### src/rtl/param_buff_arbiter_if.sv
// Loader, EPU, readback and SRAM buses of param_buff_arbiter.
// slave is the arbiter's view; master is the view of the blocks around it.
interface param_buff_arbiter_if #(
  parameter int DATA_W = 32,
  parameter int ADDR_W = 4
);
  logic              ld_valid_i;
  logic              ld_ready_o;
  logic [ADDR_W-1:0] ld_addr_i;
  logic [DATA_W-1:0] ld_wdata_i;

  logic              epu_req_i;
  logic              epu_we_i;
  logic [ADDR_W-1:0] epu_addr_i;
  logic [DATA_W-1:0] epu_wdata_i;
  logic              epu_gnt_o;
  logic              epu_rvalid_o;
  logic [DATA_W-1:0] epu_rdata_o;

  logic              rb_req_i;
  logic [ADDR_W-1:0] rb_addr_i;
  logic              rb_gnt_o;
  logic              rb_rvalid_o;
  logic [DATA_W-1:0] rb_rdata_o;

  logic              sram_cs_o;
  logic              sram_oe_o;
  logic              sram_we_o;
  logic [ADDR_W-1:0] sram_addr_o;
  logic [DATA_W-1:0] sram_wdata_o;
  logic [DATA_W-1:0] sram_rdata_i;

  modport slave (
    input  ld_valid_i, ld_addr_i, ld_wdata_i,
    input  epu_req_i, epu_we_i, epu_addr_i, epu_wdata_i,
    input  rb_req_i, rb_addr_i, sram_rdata_i,
    output ld_ready_o, epu_gnt_o, epu_rvalid_o, epu_rdata_o,
    output rb_gnt_o, rb_rvalid_o, rb_rdata_o,
    output sram_cs_o, sram_oe_o, sram_we_o, sram_addr_o, sram_wdata_o
  );

  modport master (
    output ld_valid_i, ld_addr_i, ld_wdata_i,
    output epu_req_i, epu_we_i, epu_addr_i, epu_wdata_i,
    output rb_req_i, rb_addr_i, sram_rdata_i,
    input  ld_ready_o, epu_gnt_o, epu_rvalid_o, epu_rdata_o,
    input  rb_gnt_o, rb_rvalid_o, rb_rdata_o,
    input  sram_cs_o, sram_oe_o, sram_we_o, sram_addr_o, sram_wdata_o
  );
endinterface

### src/rtl/param_buff_arbiter.sv
// Single-port parameter SRAM arbiter: loader writes in LOAD, EPU accesses in RUN.
// Define PARAM_ARB_READBACK_EN to enable SRAM readback during LOAD.
module param_buff_arbiter #(
  parameter int DATA_W = 32,
  parameter int ADDR_W = 4
) (
  input  logic              clk,
  input  logic              rst,
  input  logic              enb_i,
  input  logic              load_start_i,
  input  logic [ADDR_W:0]   load_len_i,
  output logic              ld_done_o,
  output logic [1:0]        state_o,
  param_buff_arbiter_if.slave bus
);

  typedef enum logic [1:0] {
    IDLE = 2'b00,
    LOAD = 2'b01,
    RUN  = 2'b10
  } state_t;

  state_t          state;
  logic [ADDR_W:0] cnt;
  logic [ADDR_W:0] len;
  logic [ADDR_W:0] cnt_nxt;
  logic            ld_done;
  logic            epu_rvalid;
  logic            rb_rvalid;

  logic            act;
  logic            ld_ready;
  logic            beat;
  logic            epu_gnt;
  logic            rb_gnt;

  assign act     = rst & enb_i;
  assign cnt_nxt = cnt + (ADDR_W+1)'(1);

  // A beat is dropped when a restart coincides with it or the phase is already complete.
  always_comb begin
    ld_ready = act && (state == LOAD);
    beat     = ld_ready && bus.ld_valid_i && !load_start_i && (cnt != len);
    epu_gnt  = act && (state == RUN) && bus.epu_req_i && !load_start_i;
`ifdef PARAM_ARB_READBACK_EN
    rb_gnt   = ld_ready && bus.rb_req_i && !bus.ld_valid_i;
`else
    rb_gnt   = 1'b0;
`endif
  end

  always_comb begin
    bus.sram_cs_o    = 1'b0;
    bus.sram_oe_o    = 1'b0;
    bus.sram_we_o    = 1'b0;
    bus.sram_addr_o  = '0;
    bus.sram_wdata_o = '0;
    if (beat) begin
      bus.sram_cs_o    = 1'b1;
      bus.sram_we_o    = 1'b1;
      bus.sram_addr_o  = bus.ld_addr_i;
      bus.sram_wdata_o = bus.ld_wdata_i;
    end else if (epu_gnt) begin
      bus.sram_cs_o    = 1'b1;
      bus.sram_oe_o    = !bus.epu_we_i;
      bus.sram_we_o    = bus.epu_we_i;
      bus.sram_addr_o  = bus.epu_addr_i;
      bus.sram_wdata_o = bus.epu_wdata_i;
    end else if (rb_gnt) begin
      bus.sram_cs_o    = 1'b1;
      bus.sram_oe_o    = 1'b1;
      bus.sram_addr_o  = bus.rb_addr_i;
    end
  end

  always_ff @(posedge clk) begin
    if (!rst) begin
      state      <= IDLE;
      cnt        <= '0;
      len        <= '0;
      ld_done    <= 1'b0;
      epu_rvalid <= 1'b0;
      rb_rvalid  <= 1'b0;
    end else begin
      ld_done    <= 1'b0;
      epu_rvalid <= epu_gnt && !bus.epu_we_i;
      rb_rvalid  <= rb_gnt;
      if (enb_i) begin
        if (load_start_i) begin
          state <= LOAD;
          cnt   <= '0;
          len   <= load_len_i;
        end else if (state == LOAD) begin
          // cnt == len here only for a zero-length load
          if (cnt == len) begin
            state   <= RUN;
            ld_done <= 1'b1;
          end else if (beat) begin
            cnt <= cnt_nxt;
            if (cnt_nxt == len) begin
              state   <= RUN;
              ld_done <= 1'b1;
            end
          end
        end
      end
    end
  end

  assign state_o          = state;
  assign ld_done_o        = ld_done;
  assign bus.ld_ready_o   = ld_ready;
  assign bus.epu_gnt_o    = epu_gnt;
  assign bus.epu_rvalid_o = epu_rvalid;
  assign bus.epu_rdata_o  = epu_rvalid ? bus.sram_rdata_i : '0;

`ifdef PARAM_ARB_READBACK_EN
  assign bus.rb_gnt_o     = rb_gnt;
  assign bus.rb_rvalid_o  = rb_rvalid;
  assign bus.rb_rdata_o   = rb_rvalid ? bus.sram_rdata_i : '0;
`else
  logic unused_rb;
  assign unused_rb        = ^{bus.rb_req_i, bus.rb_addr_i, rb_gnt, rb_rvalid};
  assign bus.rb_gnt_o     = 1'b0;
  assign bus.rb_rvalid_o  = 1'b0;
  assign bus.rb_rdata_o   = '0;
`endif

endmodule

### src/flat_wrapper.sv
// flat-port wrapper written by rule: the top's interface ports become plain ports
module param_buff_arbiter_flat 
#(
  parameter int DATA_W = 32,
  parameter int ADDR_W = 4
)
  (clk, rst, enb_i, load_start_i, load_len_i, ld_done_o, state_o, bus_ld_valid_i, bus_ld_addr_i, bus_ld_wdata_i, bus_epu_req_i, bus_epu_we_i, bus_epu_addr_i, bus_epu_wdata_i, bus_rb_req_i, bus_rb_addr_i, bus_sram_rdata_i, bus_ld_ready_o, bus_epu_gnt_o, bus_epu_rvalid_o, bus_epu_rdata_o, bus_rb_gnt_o, bus_rb_rvalid_o, bus_rb_rdata_o, bus_sram_cs_o, bus_sram_oe_o, bus_sram_we_o, bus_sram_addr_o, bus_sram_wdata_o);
  param_buff_arbiter_if #(.DATA_W(DATA_W), .ADDR_W(ADDR_W)) bus_i ();
  input  logic clk;
  input  logic rst;
  input  logic enb_i;
  input  logic load_start_i;
  input  logic [ADDR_W:0] load_len_i;
  output logic ld_done_o;
  output logic [1:0] state_o;
  input wire logic [$bits(bus_i.ld_valid_i)-1:0] bus_ld_valid_i;
  input wire logic [$bits(bus_i.ld_addr_i)-1:0] bus_ld_addr_i;
  input wire logic [$bits(bus_i.ld_wdata_i)-1:0] bus_ld_wdata_i;
  input wire logic [$bits(bus_i.epu_req_i)-1:0] bus_epu_req_i;
  input wire logic [$bits(bus_i.epu_we_i)-1:0] bus_epu_we_i;
  input wire logic [$bits(bus_i.epu_addr_i)-1:0] bus_epu_addr_i;
  input wire logic [$bits(bus_i.epu_wdata_i)-1:0] bus_epu_wdata_i;
  input wire logic [$bits(bus_i.rb_req_i)-1:0] bus_rb_req_i;
  input wire logic [$bits(bus_i.rb_addr_i)-1:0] bus_rb_addr_i;
  input wire logic [$bits(bus_i.sram_rdata_i)-1:0] bus_sram_rdata_i;
  output wire logic [$bits(bus_i.ld_ready_o)-1:0] bus_ld_ready_o;
  output wire logic [$bits(bus_i.epu_gnt_o)-1:0] bus_epu_gnt_o;
  output wire logic [$bits(bus_i.epu_rvalid_o)-1:0] bus_epu_rvalid_o;
  output wire logic [$bits(bus_i.epu_rdata_o)-1:0] bus_epu_rdata_o;
  output wire logic [$bits(bus_i.rb_gnt_o)-1:0] bus_rb_gnt_o;
  output wire logic [$bits(bus_i.rb_rvalid_o)-1:0] bus_rb_rvalid_o;
  output wire logic [$bits(bus_i.rb_rdata_o)-1:0] bus_rb_rdata_o;
  output wire logic [$bits(bus_i.sram_cs_o)-1:0] bus_sram_cs_o;
  output wire logic [$bits(bus_i.sram_oe_o)-1:0] bus_sram_oe_o;
  output wire logic [$bits(bus_i.sram_we_o)-1:0] bus_sram_we_o;
  output wire logic [$bits(bus_i.sram_addr_o)-1:0] bus_sram_addr_o;
  output wire logic [$bits(bus_i.sram_wdata_o)-1:0] bus_sram_wdata_o;
  assign bus_i.ld_valid_i = bus_ld_valid_i;
  assign bus_i.ld_addr_i = bus_ld_addr_i;
  assign bus_i.ld_wdata_i = bus_ld_wdata_i;
  assign bus_i.epu_req_i = bus_epu_req_i;
  assign bus_i.epu_we_i = bus_epu_we_i;
  assign bus_i.epu_addr_i = bus_epu_addr_i;
  assign bus_i.epu_wdata_i = bus_epu_wdata_i;
  assign bus_i.rb_req_i = bus_rb_req_i;
  assign bus_i.rb_addr_i = bus_rb_addr_i;
  assign bus_i.sram_rdata_i = bus_sram_rdata_i;
  assign bus_ld_ready_o = bus_i.ld_ready_o;
  assign bus_epu_gnt_o = bus_i.epu_gnt_o;
  assign bus_epu_rvalid_o = bus_i.epu_rvalid_o;
  assign bus_epu_rdata_o = bus_i.epu_rdata_o;
  assign bus_rb_gnt_o = bus_i.rb_gnt_o;
  assign bus_rb_rvalid_o = bus_i.rb_rvalid_o;
  assign bus_rb_rdata_o = bus_i.rb_rdata_o;
  assign bus_sram_cs_o = bus_i.sram_cs_o;
  assign bus_sram_oe_o = bus_i.sram_oe_o;
  assign bus_sram_we_o = bus_i.sram_we_o;
  assign bus_sram_addr_o = bus_i.sram_addr_o;
  assign bus_sram_wdata_o = bus_i.sram_wdata_o;
  param_buff_arbiter #(.DATA_W(DATA_W), .ADDR_W(ADDR_W)) u_core (.clk(clk), .rst(rst), .enb_i(enb_i), .load_start_i(load_start_i), .load_len_i(load_len_i), .ld_done_o(ld_done_o), .state_o(state_o), .bus(bus_i));
endmodule
### config.mk
export PLATFORM = sky130hd
export DESIGN_NAME = param_buff_arbiter_flat
export DESIGN_NICKNAME = d
export VERILOG_FILES = /design/src/rtl/param_buff_arbiter_if.sv /design/src/rtl/param_buff_arbiter.sv /design/src/flat_wrapper.sv
export SDC_FILE = /design/constraint.sdc
export NUM_CORES = 1
export LEC_CHECK = 0
export BUFFER_PORTS_ARGS = -buffer_cell sky130_fd_sc_hd__buf_2
export CAP_MARGIN = 15
export CORE_AREA = 5 5 87 89
export DETAILED_ROUTE_END_ITERATION = 12
export DIE_AREA = 0 0 92 94
export GPL_TIMING_DRIVEN = 1
export PLACE_DENSITY_LB_ADDON = 0.1
export SYNTH_ARGS = -nofsm -noshare
export SYNTH_HDL_FRONTEND = slang
export SYNTH_SLANG_ARGS = --single-unit
### constraint.sdc
create_clock -name clk -period 1.48 [get_ports clk]
set_input_delay 0.222 -clock clk [delete_from_list [all_inputs] [get_ports clk]]
set_output_delay 0.222 -clock clk [all_outputs]
set_load 0.01 [all_outputs]
* Word-level counts from Yosys, hierarchy flattened *
Cells that the tools add are included.

cells by class
  $add $sub $neg = 1
  eq/ne operators = 6
  mux-type cells = 23
  bitwise operators = 4
  reduce and logical (&&, ||, !) cells = 18

operators with widths
  operator               number
  $mux W32               3
  $mux W5                4
  $eq A5 B5 Y1           2
  $mux W2                5
  $mux W1                9
  $logic_and A1 B1 Y1    8
  $mux W4                2
  $reduce_and A4 Y1      2
  $reduce_bool A3 Y1     2
  $add A5 B1 Y5 const B  1
  $ne A5 B5 Y1           1
  $reduce_bool A2 Y1     2
  $reduce_or A4 Y1       1
  $not A1 Y1             3
  $eq A2 B1 Y1 const B   1
  $eq A2 B2 Y1 const B   1
  $logic_not A1 Y1       2
  $ne A2 B2 Y1 const B   1
  $reduce_and A2 Y1      1
  $and A1 B1 Y1          1

word-level totals
  flip-flop bits (word level) = 14
  bits of input ports = 121

* Logic depth before layout (Yosys ltp) *
  depth in word-level cells = 9
  mapped depth = 7

* Least setup slack after synthesis *
Ideal clock, no wire load.

  path kind = register to output
  from = register u_core.cnt[2]
  to = output port bus_sram_wdata_o[11]
  arrival time = 1368 ps
  required time = 1258 ps
  slack = -110 ps
  cell stages (with the launch flop) = 8
  path buffers = 3
  cells stage by stage = dfxtp_1 > buf_4 > xnor2_1 > nand4_1 > o21a_1 > buf_6 > buf_6 > a22o_1

between the ends
  word-level cells in the longest chain between the ends = 3

RTL lines
  element                   line                      source
  start: declaration        param_buff_arbiter.sv:24  logic [ADDR_W:0] cnt;
  start signal: assignment  param_buff_arbiter.sv:99  cnt <= cnt_nxt;
  $ne A5 B5 Y1              param_buff_arbiter.sv:43  beat = ld_ready && bus.ld_valid_i && !load_start_i && (cnt != len);
  $logic_and A1 B1 Y1       param_buff_arbiter.sv:43
  $mux W32                  param_buff_arbiter.sv:58  if (beat) begin
  end: declaration          flat_wrapper.sv:37        output wire logic [$bits(bus_i.sram_wdata_o)-1:0] bus_sram_wdata_o;

Every way passes these cells.

* Final worst setup path *
  from = register u_core.cnt[4]
  to = output port bus_sram_wdata_o[15]

Same word-level chain as after synthesis.

==> flow_summary.ini <==
[grt]
antenna_found_initial = 4
grt_util_all_layers = 0.173
grt_max_degree = 34
grt_overflow = 0
grt_pass1_wl_mm = 11.7
grt_pass1_vias = 2160

[route]
viasPerCell = 4.30
first_pass_iters = 4
drtIter0Drc = 50
route.detailed.drc = 0
vias = 2162
drtAntennaViolNets = 0
wl_per_cell_um = 16.7
drt-total-wl_mm = 8.40

[setup_path]
cp_top_family = compound AO/OA/AOI/OAI gates
start_kind = flop
critPathCaptureType = output port
r2r_end = u_core.ld_done_o
slowest_stage = dfxtp_4
crit_type = flop to output port
critPathRequiredTime_ps = 1260
crit_chain = xnor2_4 > nand4_1 > o21a_4 > buf_12 > a22o_1 > buf_2
arrival_ps = 1690
r2r-start = u_core.cnt[0]
path_buf_inv = 2
cp_slowest_stage_delay_ps = 370
crit_fanout = 18
rrSetupSlack_ps = -130
worst-r2r-cell-count = 6

[logic_synthesis]
synth-seq-cells = 14
yosysSeqAreaShare = 0.174
synth-xor-area-share = 0.0435
synth_edf_count = 0
synth-compound-area-share = 0.295
yosys.area_share.simple = 0.261
synth_cell_types = 37
async_reset_ff_frac = 0
synth_top_family_by_area = compound AO/OA/AOI/OAI gates
synthFlopType = dfxtp_1
synth_fa_ha_area_frac = 0.00777
syn_inst = 205
postSynthAreaPerCell_um2 = 7.86
synth_area_mm2 = 0.00161
yosys_warnings = 0
muxShareOfSynthArea = 0

[sta]
fmax_ghz = 0.524
timing_hold_violations_final = 0
hold_ws_ps = 180
min_period_ps = 1910
period_share = 1.29
slew_viol_final = 0
final.setup.worst_slack_ps = -429
finalSetupViolCount = 46
fin_worst_skew_ps = 3.08
rsz0062_at_grt = true

[clock_tree]
cts_buffer_depth = 2
ctsHoldBuffers = 0
cts_root_buffer = clkbuf_8
htree_levels = 1
clk_latency_ps = 250
cts_buffers = 3
cts_tree = yes
clkSinkCount = 14
clk_pin_slew_ps = 60

[pwr]
p_seq_frac = 0.357
netSwitchingPower_uw = 304
p_per_area_mw_per_mm2 = 349
power_uw = 1100
pwr-share-clk = 0.345
p_sw_frac = 0.276
power.leakage_uw = 0.00181
p_int_uw = 800
peakVddDrop_v = 0.000423
comb_power_share = 0.298

[worst_hold_path]
min_to = u_core.bus.epu_rvalid_o
min_path_cells = 2
min_path_type = input port to flop
hold_start = bus_epu_we_i

[placement]
place_congestion = 0.802
dp.final_hpwl_mm = 6.80
dp_cells = 485
port-buffer-count = 192

[layout]
area_growth_syn_to_layout_pct = 96.7
drive_gt1_frac = 0.631
finish.utilization = 0.474
diodes = 0
fin_cells = 503
final_common_cell = buf_2
layout.cells.most_common_list = 181 x buf_2, 36 x a22o_1, 34 x and2_1, 34 x conb_1, 24 x buf_4
fin_nets = 546

[die]
row_count = 30
die-area_mm2 = 0.00865
die_height_um = 94
die_x_um = 92
initial_utilization = 0.241
io_pins = 232
core_mm2 = 0.00668

[job]
cap_violations = 0

[outcome]
violations = negative setup slack
outcome = complete, but fails checks
synthesized netlist by cell type, types with 2 or more instances:
cell type | number | area, µm²
dfxtp_1 | 14 | 280
o21a_1 | 2 | 15.0
nand3_1 | 3 | 15.0
a22o_1 | 36 | 315
and2_1 | 34 | 213
a21boi_0 | 6 | 45.0
o21ai_0 | 3 | 15.0
o21ba_1 | 2 | 20.0
nand2_1 | 17 | 63.8
xnor2_1 | 6 | 52.6
buf_4 | 35 | 263
a21oi_1 | 3 | 15.0
xor2_1 | 2 | 17.5
buf_6 | 3 | 33.8
and3b_1 | 2 | 17.5
buf_2 | 5 | 25.0
clkbuf_1 | 6 | 22.5
nor2b_1 | 3 | 18.8
or3_1 | 2 | 12.5
nor2_1 | 2 | 7.51
and3_1 | 3 | 18.8
state kept, by name (all words and copies together) (netlist names):
name and cells:
u_core.len 5, u_core.state_o 2, u_core.cnt 5, u_core.bus.epu_rvalid_o 1
u_core.ld_done_o 1
layout make-up:
class                           count  area (µm²)
Multi-Input combinational cell    174        1240
Sequential cell                    14         299
Tap cell                           80         100
Clock buffer                        4        55.1
Fill cell                         666        3510
Inverter                            1        3.75
Timing Repair Buffer              230        1470
timing repair:
item | 4_1_cts | 5_1_grt
pin swaps | 9 | 8
setup endpoints to repair | 47 | 48
setup buffers | 6 | 4
gates resized for setup | 34 | 22
cloned | 3 | 2
worst max path at each step:
stage | from | endpoint | slack [ps] | cells past startpoint
2_1_floorplan | u_core.cnt[2] | bus_sram_wdata_o[12] | -90 | 7
3_5_place_dp | load_start_i | bus_sram_wdata_o[30] | -210 | 7
4_1_cts | u_core.cnt[4] | bus_sram_wdata_o[17] | -470 | 6
5_1_grt | u_core.cnt[4] | bus_sram_wdata_o[15] | -510 | 6
3_3_place_gp | u_core.len[4] | bus_sram_wdata_o[15] | -180 | 6
6_report | u_core.cnt[4] | bus_sram_wdata_o[15] | -430 | 6
kinds of logic after synthesis:
logic type                 Yosys count
AOI/OAI and AO/OA                   58
xor gates and xnor gates             8
DFF                                 14
other                                1
and+or+nand+nor                     73
adders and majority gates            1
buffers and inverters               50
metrics by stage:
step	TNS [ps]	instance area (µm²)	setup WS [ps]
floorplan	-1830	1770	-93.3
CTS	-17570	3000	-465
finish	-16270	3170	-429
global route	-19950	3170	-506
detailed placement	-7420	2690	-207
global placement	-6700	2690	-182
metal layers:
layer | global-route usage | vias up | routed length [µm]
li1 | - | 1086 | -
met1 | 0.204 | 914 | 3190
met2 | 0.290 | 141 | 3950
met3 | 0.0857 | 15 | 1130
met4 | 0.0223 | 6 | 90
met5 | 0 | - | 42
power groups by stage:
stage	clock (µW)	sequential [µW]	combinational, µW
finish	381	394	330
global route	414	395	364
CTS	392	394	315
detailed placement	0	402	301
global placement	0	402	298
floorplan	0	404	167
Note: power is estimated with default switching activity, not from simulation.
